<file path="src/rtl/lif_neuron_cfg.sv">
// rtl/lif_neuron_cfg.sv - configurable leaky-integrate-and-fire neuron cell
// Optional subtractive (soft) reset on fire is selected with `define LIF_SOFT_RESET_EN.
module lif_neuron_cfg #(
  parameter int WIDTH        = 8,
  parameter int SHIFT_W      = 3,
  parameter int REFRAC_W     = 4,
  parameter int THRESH_RESET = 200,
  parameter int LEAK_RESET   = 1
) (
  input  logic                clk,
  input  logic                rst_n,
  input  logic                en,
  input  logic [WIDTH-1:0]    current,
  input  logic                cfg_we,
  input  logic [WIDTH-1:0]    cfg_threshold,
  input  logic [SHIFT_W-1:0]  cfg_leak_shift,
  input  logic [REFRAC_W-1:0] cfg_refrac,
  output logic [WIDTH-1:0]    state,
  output logic                spike,
  output logic                refractory
);

  typedef enum logic {
    INTEGRATE  = 1'b0,
    REFRACTORY = 1'b1
  } fsm_t;

  fsm_t                fsm_q, fsm_d;
  logic [WIDTH-1:0]    thr_q;
  logic [SHIFT_W-1:0]  leak_q;
  logic [REFRAC_W-1:0] refrac_len_q;
  logic [REFRAC_W-1:0] cnt_q, cnt_d;
  logic [WIDTH-1:0]    state_q, state_d;
  logic                spike_q, spike_d;

  logic [31:0]         leak_amt;
  logic [WIDTH-1:0]    leak_term;
  logic [WIDTH:0]      sum_wide;
  logic [WIDTH-1:0]    sum_sat;
  logic [WIDTH-1:0]    fire_value;
  logic                fire;

  // Shifts of WIDTH or more must give a clean zero leak term.
  assign leak_amt  = {{(32-SHIFT_W){1'b0}}, leak_q};
  assign leak_term = (leak_amt >= 32'(WIDTH)) ? '0 : (state_q >> leak_q);
  assign sum_wide  = {1'b0, leak_term} + {1'b0, current};
  assign sum_sat   = sum_wide[WIDTH] ? '1 : sum_wide[WIDTH-1:0];
  assign fire      = en && (fsm_q == INTEGRATE) && (sum_sat >= thr_q);

`ifdef LIF_SOFT_RESET_EN
  assign fire_value = sum_sat - thr_q;
`else
  assign fire_value = '0;
`endif

  always_ff @(posedge clk or negedge rst_n) begin
    if (!rst_n) begin
      fsm_q <= INTEGRATE;
    end else begin
      fsm_q <= fsm_d;
    end
  end

  always_comb begin
    fsm_d = fsm_q;
    if (en) begin
      case (fsm_q)
        INTEGRATE: begin
          if (fire && (refrac_len_q != '0)) begin
            fsm_d = REFRACTORY;
          end
        end
        REFRACTORY: begin
          if (cnt_q <= REFRAC_W'(1)) begin
            fsm_d = INTEGRATE;
          end
        end
        default: fsm_d = INTEGRATE;
      endcase
    end
  end

  always_comb begin
    state_d = state_q;
    spike_d = 1'b0;
    cnt_d   = cnt_q;
    if (en) begin
      case (fsm_q)
        INTEGRATE: begin
          if (fire) begin
            state_d = fire_value;
            spike_d = 1'b1;
            if (refrac_len_q != '0) begin
              cnt_d = refrac_len_q;
            end
          end else begin
            state_d = sum_sat;
          end
        end
        REFRACTORY: begin
          // Soft reset keeps the residue parked here until integration resumes.
`ifndef LIF_SOFT_RESET_EN
          state_d = '0;
`endif
          cnt_d = cnt_q - REFRAC_W'(1);
        end
        default: state_d = state_q;
      endcase
    end
  end

  always_ff @(posedge clk or negedge rst_n) begin
    if (!rst_n) begin
      state_q <= '0;
      spike_q <= 1'b0;
      cnt_q   <= '0;
    end else begin
      state_q <= state_d;
      spike_q <= spike_d;
      cnt_q   <= cnt_d;
    end
  end

  // A config write in the same cycle as a step only takes effect after it.
  always_ff @(posedge clk or negedge rst_n) begin
    if (!rst_n) begin
      thr_q        <= WIDTH'(THRESH_RESET);
      leak_q       <= SHIFT_W'(LEAK_RESET);
      refrac_len_q <= '0;
    end else if (cfg_we) begin
      thr_q        <= cfg_threshold;
      leak_q       <= cfg_leak_shift;
      refrac_len_q <= cfg_refrac;
    end
  end

  assign state      = state_q;
  assign spike      = spike_q;
  assign refractory = (fsm_q == REFRACTORY);

endmodule

</file>
<file path="config.mk">
export PLATFORM = sky130hd
export DESIGN_NAME = lif_neuron_cfg
export DESIGN_NICKNAME = d
export VERILOG_FILES = /design/src/rtl/lif_neuron_cfg.sv
export SDC_FILE = /design/constraint.sdc
export NUM_CORES = 1
export LEC_CHECK = 0
export CORE_MARGIN = 5
export CORE_UTILIZATION = 40
export CTS_BUF_LIST = sky130_fd_sc_hd__clkbuf_8
export DETAILED_ROUTE_END_ITERATION = 10
export PLACE_DENSITY = 0.63
export RECOVER_POWER = 50
export SYNTH_ARGS = -nofsm -noshare
export SYNTH_HDL_FRONTEND = slang
export SYNTH_SLANG_ARGS = --single-unit
</file>
<file path="constraint.sdc">
create_clock -name clk -period 11.2 [get_ports clk]
set_input_delay 2.24 -clock clk [delete_from_list [all_inputs] [get_ports clk]]
set_output_delay 2.24 -clock clk [all_outputs]
set_load 0.01 [all_outputs]
</file>
==> out/qor.csv, run 1 <==
metric,value,unit
cts_sinks,29,
first_global_vias,1624,
hold_violations,0,
fin_cells,337,
p_seq_frac,0.325,
min_path_type,reg -> reg,
cp.required,11.38,ns
critPathCaptureType,flop,
avgRoutedWirePerCell,14.0,um
power.total,0.000504,W
worst_pin_slew,1.53,ns
p_int,0.000307,W
synth_edf_count,0,
post-route-period-util,0.516,
netlist_top_cells_count,"dfrtp_1, o21ai_0, inv_1",
fin_crit,5.78,ns
path_max_fanout,8,
status,"complete, but fails checks",
rsz0062_at_grt,false,
vias,1770,
initial_core_util,0.412,
ys_seq_elements,29,
clock-skew-final,0.00373,ns
cts.htree.levels,2,
irDropWorstVdd,0.0000919,V
postRouteAntennaNets,0,
clk_latency,0.28,ns
grt_pass1_wl,7860,um
netlist_area,0.00212,sq mm
area_growth,23.6,%
yosys.area.top_type,dfrtp_1,
ctsResizeCount,0,
hpwl,3740,um
core,0.00514,sq mm
synth_flop_cell,dfrtp_1,
cts_made_buffers,5,
ys_warn_count,0,
ys_seq_area_frac,0.345,
fp.dieH,82.8,um
drv_cap,1,
finalSetupViolCount,0,
synth_cell_types,46,
cp.arrival,5.96,ns
avgSynthCellArea,9.18,sq um
num_rows,26,
postCtsSetupBuffers,0,
synth_fp_nets,277,
switching_share,0.391,
first_iter_violations,85,
power_frac_comb,0.514,
synth-async-reset-ratio,1.00,
io-pin-count,37,
grt_start_max_net_pins,30,
cts.hold.buffers_added,0,
cts_max_path_buffers,2,
syn-instance-count,231,
fin_tns_setup,0,ns
finalNetCount,312,
violations,"max-capacitance violations, max-slew violations",
gp_congestion,0.853,
cp-start-kind,primary input,
cts_tree,done,
clkTransAtPathRegs,0.06,ns
die_area,0.00686,sq mm
slew_viol_final,30,
cp_slowest_cell,or3_1,
drive_above_1_share,0.135,
fillers,522,
fmax,173,MHz
dr.pass1.iters,4,
dp.cells,329,
port-buffer-count,36,
crit_top_cell,ha_1,
antenna_found_initial,0,
slew_headroom,-0.0220,
post_drt_via_cell_ratio,5.25,
die_w,82.8,um
slowest_delay,0.48,ns
cts-root-buf,clkbuf_8,
p_sw,0.000197,W
critical_path.top_delay_family,simple AND/OR/NAND/NOR gates,
grt_overflow_total,0,
p_per_area,192,mW/mm^2
path_cells,clkdlybuf4s50_1 > ha_1 > fa_1 > a211oi_1 > nor3_1 > o22a_1 > nor4_1 > inv_1 > ha_1 > and3_1 > a21o_1 > or3_1 > o32ai_1,
drc,0,
synthDominantCellAreaShare,0.295,
clkPwrFrac,0.161,
grt_usage,0.151,
finalWirelength,4720,um
n_antenna_cell,0,
crit_type,in -> reg,
crit_buf_inv,2,
p_leak,1.15,nW
synthTopCellsByArea,"dfrtp_1, ha_1, o21ai_0, mux2_2, dfstp_2",
==> path summary, 6_finish.rpt <==
kind | start | to | slack [ns] | depth (start not counted)
max | current[0] | state[7] | 5.42 | 13
min | thr_q[3] | thr_q[3] | 0.52 | 2
max reg2reg | leak_q[0] | state[7] | 6.30 | 14
min reg2reg | thr_q[3] | thr_q[3] | 0.52 | 2
max in group asynchronous | rst_n | state[2] | 7.44 | 2
min in group asynchronous | rst_n | cnt_q[3] | 2.87 | 2
==> power groups by stage <==
stage	clock [W]	combinational (W)	sequential [W]
after floorplan	0	0.000184	0.000157
after global placement	0	0.000256	0.000165
after detailed placement	0	0.000259	0.000165
after CTS	0.0000832	0.000261	0.000163
after global routing	0.0000881	0.000290	0.000169
final	0.0000811	0.000259	0.000164
==> worst min-delay path: cells and delay by family (launching register included) <==
family / cells / cell delay [ns]
AO/OA/AOI/OAI: 1 / 0.09
buffers and inverters: 1 / 0.07
flip-flops: 1 / 0.36
==> flip-flops by register name, summed over array words and instances, names as in the netlist <==
register,count
refrac_len_q,4
thr_q,8
state,8
spike,1
leak_q,3
cnt_q,4
refractory,1
==> layout by cell type, fill, tap and decap left out, drive strengths merged, types with 2 or more instances in the layout <==
cell	netlist	layout
clkbuf	8	6
a211oi	5	5
ha	18	18
a22oi	2	2
o21ai	25	25
and3	3	3
dlygate4sd3	0	2
a31oi	2	2
nand2	17	17
o21bai	2	2
nor2	15	15
dfstp	4	4
inv	22	23
nor2b	2	2
o221a	2	2
o21a	2	2
dfrtp	25	25
nand3	6	6
o21ba	2	2
nor4	2	2
or2	3	3
nor3	8	8
clkdlybuf4s50	0	34
and2	4	4
o2bb2ai	7	7
mux4	2	2
mux2i	3	3
clkinv	1	3
a21o	3	3
nand2b	4	4
mux2	12	12
a21oi	5	5
nor3b	2	2
or3	2	2
==> metrics by stage <==
step / setup slack, ns / hold slack, ns / instance area, sq um / utilization
after global routing: 5.14 / 0.539 / 2620 / 0.509
final: 5.42 / 0.520 / 2620 / 0.509
after detailed placement: 5.14 / 0.513 / 2540 / 0.494
after floorplan: 5.91 / 0.480 / 2120 / -
after global placement: 5.28 / 0.505 / 2540 / 0.494
after CTS: 5.42 / 0.523 / 2620 / 0.510
==> layout make-up <==
| class | instances | area [sq um] | area share |
|---|---|---|---|
| flip-flops and latches | 29 | 731 | 0.279 |
| repair buffers | 37 | 364 | 0.139 |
| multi-input cells | 170 | 1270 | 0.484 |
| inverters | 23 | 86.3 | 0.0330 |
| clock inverters | 3 | 13.8 | 0.00526 |
| well taps | 70 | 87.6 | 0.0334 |
| clock buffers | 5 | 68.8 | 0.0263 |
==> metal layers <==
layer / routed length [um] / GRT usage
met4: 87 / 0.0523
met1: 2380 / 0.212
met2: 2060 / 0.231
met3: 200 / 0.0324
met5: 0 / 0
==> cell families (layout without fill, tap and decap cells) <==
| group | after synthesis | after routing | synth area share |
|---|---|---|---|
| flip-flops | 29 | 29 | 0.345 |
| multiplexers | 17 | 17 | 0.101 |
| XOR/XNOR | 1 | 1 | 0.00413 |
| AND/OR/NAND/NOR | 69 | 69 | 0.162 |
| AO/OA/AOI/OAI | 64 | 64 | 0.215 |
| adder cells (fa/ha/maj) | 19 | 19 | 0.116 |
| buffers and inverters | 32 | 68 | 0.0573 |
No activity file was read; power rests on OpenSTA's default activity.
==> inputs of run 2 (changes only) <==
Settings changed: PLACE_DENSITY 0.63 to 0.66.
Clock period 11.2 ns to 5 ns, I/O delays scaled along.
==> run 2 against run 1 <==
The run still ends with max-capacitance violations, max-slew violations left. Total power increased by 130%. Core utilization increased by 0.92 points. Global-route usage decreased by 0.11 points. First-iteration DRC count increased by 1.2%. Non-clock buffer count increased by 1. Combinational power increased by 130%. Critical endpoint is now cnt_q[1]. Largest cell class unchanged.
==> out/qor.csv, run 2 (synthesis gave the netlist of run 1 again) <==
metric,value,unit,change
n_antenna_cell,0,,unchanged
irDropWorstVdd,0.000207,V,+130%
cp.required,5.17,ns,-6.21 ns
layout_commonest_cell,clkdlybuf4s50_1,,
rsz0062_at_grt,false,,
final_cell_mix,"clkdlybuf4s50_1, o21ai_0, dfrtp_1",,
postCtsSetupBuffers,0,,unchanged
cts_max_path_buffers,2,,unchanged
drc,0,,unchanged
p_leak,1.14,nW,-0.42%
cts-root-buf,clkbuf_8,,
slew_viol_final,29,,-3.3%
dpl_worst_slack,0.181,ns,-4.96 ns
grt_start_max_net_pins,30,,unchanged
worst_pin_slew,1.50,ns,-0.0289 ns
fp.dieH,82.8,um,unchanged
core,0.00514,sq mm,unchanged
cts_tree,done,,
dp.cells,330,,+0.30%
finalSetupViolCount,0,,unchanged
crit_type,reg -> reg,,
initial_core_util,0.412,,unchanged
antenna_found_initial,0,,unchanged
avgRoutedWirePerCell,13.8,um,-1.3%
hold_path.startpoint,thr_q[7],,
fillers,511,,-2.1%
grt_pass1_wl,7810,um,-0.62%
finalWirelength,4670,um,-1.0%
clock-skew-final,0.00427,ns,+0.000544 ns
worstReg2RegStart,leak_q[0],,
slew_headroom,-0.00272,,+0.0193
area_growth,25.8,%,
dr.pass1.iters,4,,unchanged
finalNetCount,313,,+0.32%
path_max_fanout,7,,-1
hold_violations,0,,unchanged
cp-start-kind,flop,,
io-pin-count,37,,unchanged
r2r_cells,16,,+2
clkTransAtPathRegs,0.07,ns,about the same
fin_cells,338,,+0.30%
violations,"max-capacitance violations, max-slew violations",,
fin_tns_setup,0,ns,unchanged
fin_crit,4.67,ns,
clk_latency,0.29,ns,about the same
cts_sinks,29,,unchanged
ff2ff_setup_slack,0.33,ns,-5.97 ns
min_path_type,reg -> reg,,
first_iter_violations,86,,+1.2%
drive_above_1_share,0.160,,+0.0256
grt_usage,0.150,,-0.00107
worstHoldPathCells,2,,unchanged
vias,1742,,-1.6%
status,"complete, but fails checks",,
post-route-util,0.519,,+0.00925
gp_congestion,0.909,,+6.6%
postRouteAntennaNets,0,,unchanged
die_w,82.8,um,unchanged
drv_cap,1,,unchanged
reg2reg_to,cnt_q[1],,
multi_input_area,0.00130,sq mm,+2.5%
post-route-period-util,0.934,,
grt_overflow_total,0,,unchanged
hold_slack,0.524,ns,+0.00406 ns
setup_ws,0.329,ns,-5.09 ns
post_drt_via_cell_ratio,5.15,,-1.9%
p_per_area,430,mW/mm^2,+120%
critPathCaptureType,flop,,
min_to,thr_q[7],,
port-buffer-count,36,,unchanged
first_global_vias,1673,,+3.0%
cts_made_buffers,5,,unchanged
hpwl,3630,um,-3.1%
fmax,214,MHz,
cts.htree.levels,2,,unchanged
die_area,0.00686,sq mm,unchanged
ff_latch_area,731,sq um,unchanged
cp-startpoint,leak_q[0],,
cp.arrival,4.84,ns,-1.12 ns
num_rows,26,,unchanged
run 2: changes by cell type in the layout (fill, tap and decap cells not counted), sizes merged:
cell,previous run,this run
clkinv,3,1
inv,23,22
buf,0,1
clkinvlp,0,3
run 2: power breakdown:
part / total, W / switching, W / leakage (nW) / internal, W
logic: 0.000592 / 0.000285 / 0.753 / 0.000307
registers: 0.000364 / 0.0000702 / 0.353 / 0.000294
clock network: 0.000192 / 0.0000943 / 0.0364 / 0.0000973
run 2: through the flow:
step           area (sq um)  power [W]
2_1_floorplan          2120   0.000764
3_3_place_gp           2550   0.000941
3_5_place_dp           2550   0.000943
4_1_cts                2640    0.00114
5_1_grt                2670    0.00125
6_report               2670    0.00115
run 2: how the worst max path moves through the flow:
stage          endpoint  slack [ns]  cells after the start
2_1_floorplan  cnt_q[1]        0.32                     15
3_3_place_gp   state[7]        0.29                     13
3_5_place_dp   state[7]        0.18                     13
4_1_cts        state[7]        0.20                     16
5_1_grt        cnt_q[1]        0.04                     16
6_report       cnt_q[1]        0.33                     16
run 2: metal layers:
| layer | global-route usage | wire, um | vias up |
|---|---|---|---|
| met2 | 0.229 | 2030 | 38 |
| met3 | 0.0292 | 183 | 11 |
| met4 | 0.0637 | 123 | 0 |
| li1 | - | - | 902 |
| met1 | 0.207 | 2330 | 791 |
| met5 | 0 | 0 | - |
run 2: area by class of cell:
type / instances / share of cell area
Clock inverter: 3 / 0.00845
Timing Repair Buffer: 38 / 0.139
Sequential cell: 29 / 0.274
Inverter: 23 / 0.0324
Tap cell: 70 / 0.0328
Multi-Input combinational cell: 170 / 0.487
Clock buffer: 5 / 0.0258
run 2: what timing repair did:
action	CTS	global route
gates resized for setup	0	6
endpoints found under the setup margin	0	11
hold buffers	0	0
run 2: worst max-delay path: stages (launching register included):
cell and delay, ns:
dfstp_2 0.62, buf_4 0.17, mux2i_1 0.24, a21oi_1 0.11, mux2_2 0.28, ha_1 0.22, fa_1 0.44, a211oi_2 0.23
nor3_1 0.10, o22a_2 0.26, nor2_1 0.17, ha_1 0.25, nand2b_1 0.18, a2111oi_4 0.37, o21bai_1 0.17, a311o_2 0.43
mux2_4 0.31
==> inputs of run 3 (changes only) <==
Settings changed: CORE_UTILIZATION 40 to 50, PLACE_DENSITY 0.66 to 0.79.
==> run 3 against run 2 <==
The flow now finishes without violations. Wire length rose by 6.3%. Worst hold slack got worse by 0.0048 ns. Total power increased by 2.0%. Global-route usage is 3.8 points higher. Highest routed layer unchanged. Final cell count is 5.3% lower. Sequential share of layout area grew 0.16 points. Largest cell class unchanged. Sequential power rose by 1%.
==> out/qor.csv, run 3 (synthesis gave the netlist of run 1 again) <==
metric,value,unit,change
cp.arrival,4.90,ns,+0.06 ns
routed.top_layer,met4,,
first_global_vias,1697,,+1.4%
cts.htree.levels,2,,unchanged
p_int,0.000724,W,+3.7%
final_cell_mix,"clkdlybuf4s50_1, o21ai_0, dfrtp_1",,
worst_pin_slew,1.47,ns,-0.0371 ns
fin_cells,320,,-5.3%
cts_made_buffers,5,,unchanged
power.total,0.00117,W,+2.0%
finalNetCount,315,,+0.64%
num_rows,23,,-12%
drv_cap,0,,-1
fillers,359,,-30%
critPathCaptureType,flop,,
die_w,75.1,um,-9.3%
grt_overflow_total,0,,unchanged
p_seq_frac,0.315,,-0.002
switching_share,0.382,,-0.00968
slew_viol_final,0,,-100%
ff_latch_area,731,sq um,unchanged
drc,0,,unchanged
area_growth,25.1,%,
clkTransAtPathRegs,0.06,ns,about the same
cts_tree,done,,
postRouteAntennaNets,0,,unchanged
clkPwrFrac,0.178,,+0.011
p_sw,0.000447,W,-0.49%
power_frac_comb,0.508,,-0.008
crit_top_cell,ha_1,,
grt_usage,0.188,,+0.0382
n_antenna_cell,0,,unchanged
status,"complete, no violations",,
slew_headroom,0.0220,,+0.0247
first_iter_violations,89,,+3.5%
core,0.00406,sq mm,-21%
fmax,211,MHz,-1.4%
hold_path.startpoint,thr_q[7],,
hold_violations,0,,unchanged
wl_met1,2250,um,-3.4%
critical_path.top_delay_family,compound AO/OA/AOI/OAI gates,,
post_drt_via_cell_ratio,5.74,,+11%
min_path_type,reg -> reg,,
die_area,0.00564,sq mm,-18%
cts_max_path_buffers,2,,unchanged
clock-skew-final,0.00348,ns,-0.000792 ns
finalWirelength,4970,um,+6.3%
fp.dieH,75.1,um,-9.3%
vias,1836,,+5.4%
post-route-period-util,0.947,,+0.0130
dr.pass1.iters,4,,unchanged
finalSetupViolCount,0,,unchanged
layout_commonest_cell,clkdlybuf4s50_1,,
avgRoutedWirePerCell,15.5,um,+12%
cts_sinks,29,,unchanged
grt_pass1_wl,8050,um,+3.1%
p_leak,1.17,nW,+2.5%
grt_start_max_net_pins,30,,unchanged
gp_congestion,0.865,,-4.9%
drive_above_1_share,0.159,,-0.00119
hpwl,3840,um,+5.9%
crit_type,reg -> reg,,
worstReg2RegStart,leak_q[0],,
cts.hold.buffers_added,0,,unchanged
cp.required,5.16,ns,about the same
met3_length,271,um,+48%
cp-start-kind,flop,,
multi_input_area,0.00128,sq mm,-1.2%
path_max_fanout,7,,unchanged
met2_length,2380,um,+17%
path_cells,mux4_2 > mux2_2 > ha_1 > fa_1 > a211oi_1 > nor3_1 > o22a_1 > nor2_1 > ha_1 > nand2b_1 > a2111oi_4 > o21bai_1 > a311o_2 > mux2_4,,
io-pin-count,37,,unchanged
initial_core_util,0.522,,+0.110
antenna_found_initial,0,,unchanged
cp-startpoint,leak_q[0],,
cp_slowest_cell,dfstp_2,,
clk_latency,0.28,ns,about the same
crit_buf_inv,0,,-1
irDropWorstVdd,0.000217,V,+5.0%
slowest_delay,0.60,ns,-0.02 ns
p_per_area,442,mW/mm^2,+2.6%
port-buffer-count,36,,unchanged
cts-root-buf,clkbuf_8,,
fin_crit,4.74,ns,+0.0652 ns
dp.cells,309,,-6.4%
==> run 3: cell count changes in the layout (fill, tap and decap cells not counted) <==
cell | before | now
clkinv_2 | 0 | 1
buf_4 | 1 | 3
clkinvlp_4 | 3 | 0
nor4_2 | 0 | 1
a211oi_2 | 1 | 0
a211oi_1 | 4 | 5
o22a_1 | 0 | 1
o22a_2 | 1 | 0
nor4_4 | 1 | 0
clkbuf_8 | 5 | 7
==> run 3: area by class of cell <==
type	instances	area share
clock buffer	7	0.0363
clock inverter	1	0.00189
inverter	23	0.0326
multi-input combinational	170	0.484
sequential	29	0.276
tap	50	0.0236
timing repair buffer	40	0.146
==> run 3: layer usage <==
layer / GRT usage / vias up
li1: - / 908
met1: 0.252 / 874
met2: 0.308 / 48
met3: 0.0374 / 6
met4: 0.0593 / 0
met5: 0 / -
==> run 3: final timing paths <==
kind,to,slack (ns),cells after the start
worst max-delay path,cnt_q[1],0.26,14
worst min-delay path,thr_q[7],0.52,2
worst max register to register,cnt_q[1],0.26,14
worst min register to register,thr_q[7],0.52,2
max in group asynchronous,refrac_len_q[3],2.54,2
min in group asynchronous,refractory,1.59,2
==> run 3: worst register-to-register path, cell delays in order (launching register included) <==
cell	delay, ns
dfstp_2	0.60
mux4_2	0.51
mux2_2	0.28
ha_1	0.22
fa_1	0.42
a211oi_1	0.33
nor3_1	0.12
o22a_1	0.26
nor2_1	0.17
ha_1	0.25
nand2b_1	0.18
a2111oi_4	0.37
o21bai_1	0.17
a311o_2	0.43
mux2_4	0.30
==> run 3: stage by stage <==
| stage | hold slack (ns) | util | instance area, sq um | TNS [ns] | worst slack, ns |
|---|---|---|---|---|---|
| after CTS | 0.524 | 0.645 | 2620 | 0 | 0.172 |
| after global routing | 0.554 | 0.653 | 2650 | -0.00386 | -0.00386 |
| after detailed placement | 0.513 | 0.620 | 2510 | 0 | 0.204 |
| final | 0.519 | 0.653 | 2650 | 0 | 0.264 |
| after floorplan | 0.480 | - | 2120 | 0 | 0.322 |
| after global placement | 0.501 | 0.620 | 2510 | 0 | 0.355 |
==> run 3: power by group through the flow <==
stage                     logic (W)  clock network (W)  registers, W
after CTS                  0.000584           0.000211      0.000369
after global routing       0.000663           0.000220      0.000378
after floorplan            0.000412                  0      0.000352
after global placement     0.000562                  0      0.000370
final                      0.000594           0.000208      0.000368
after detailed placement   0.000579                  0      0.000373
==> run 3: what timing repair did <==
action / in CTS / in global routing
gates resized for setup: 0 / 3
hold endpoints to repair: 0 / 0
setup buffers: 0 / 3
setup endpoints to repair: 0 / 11
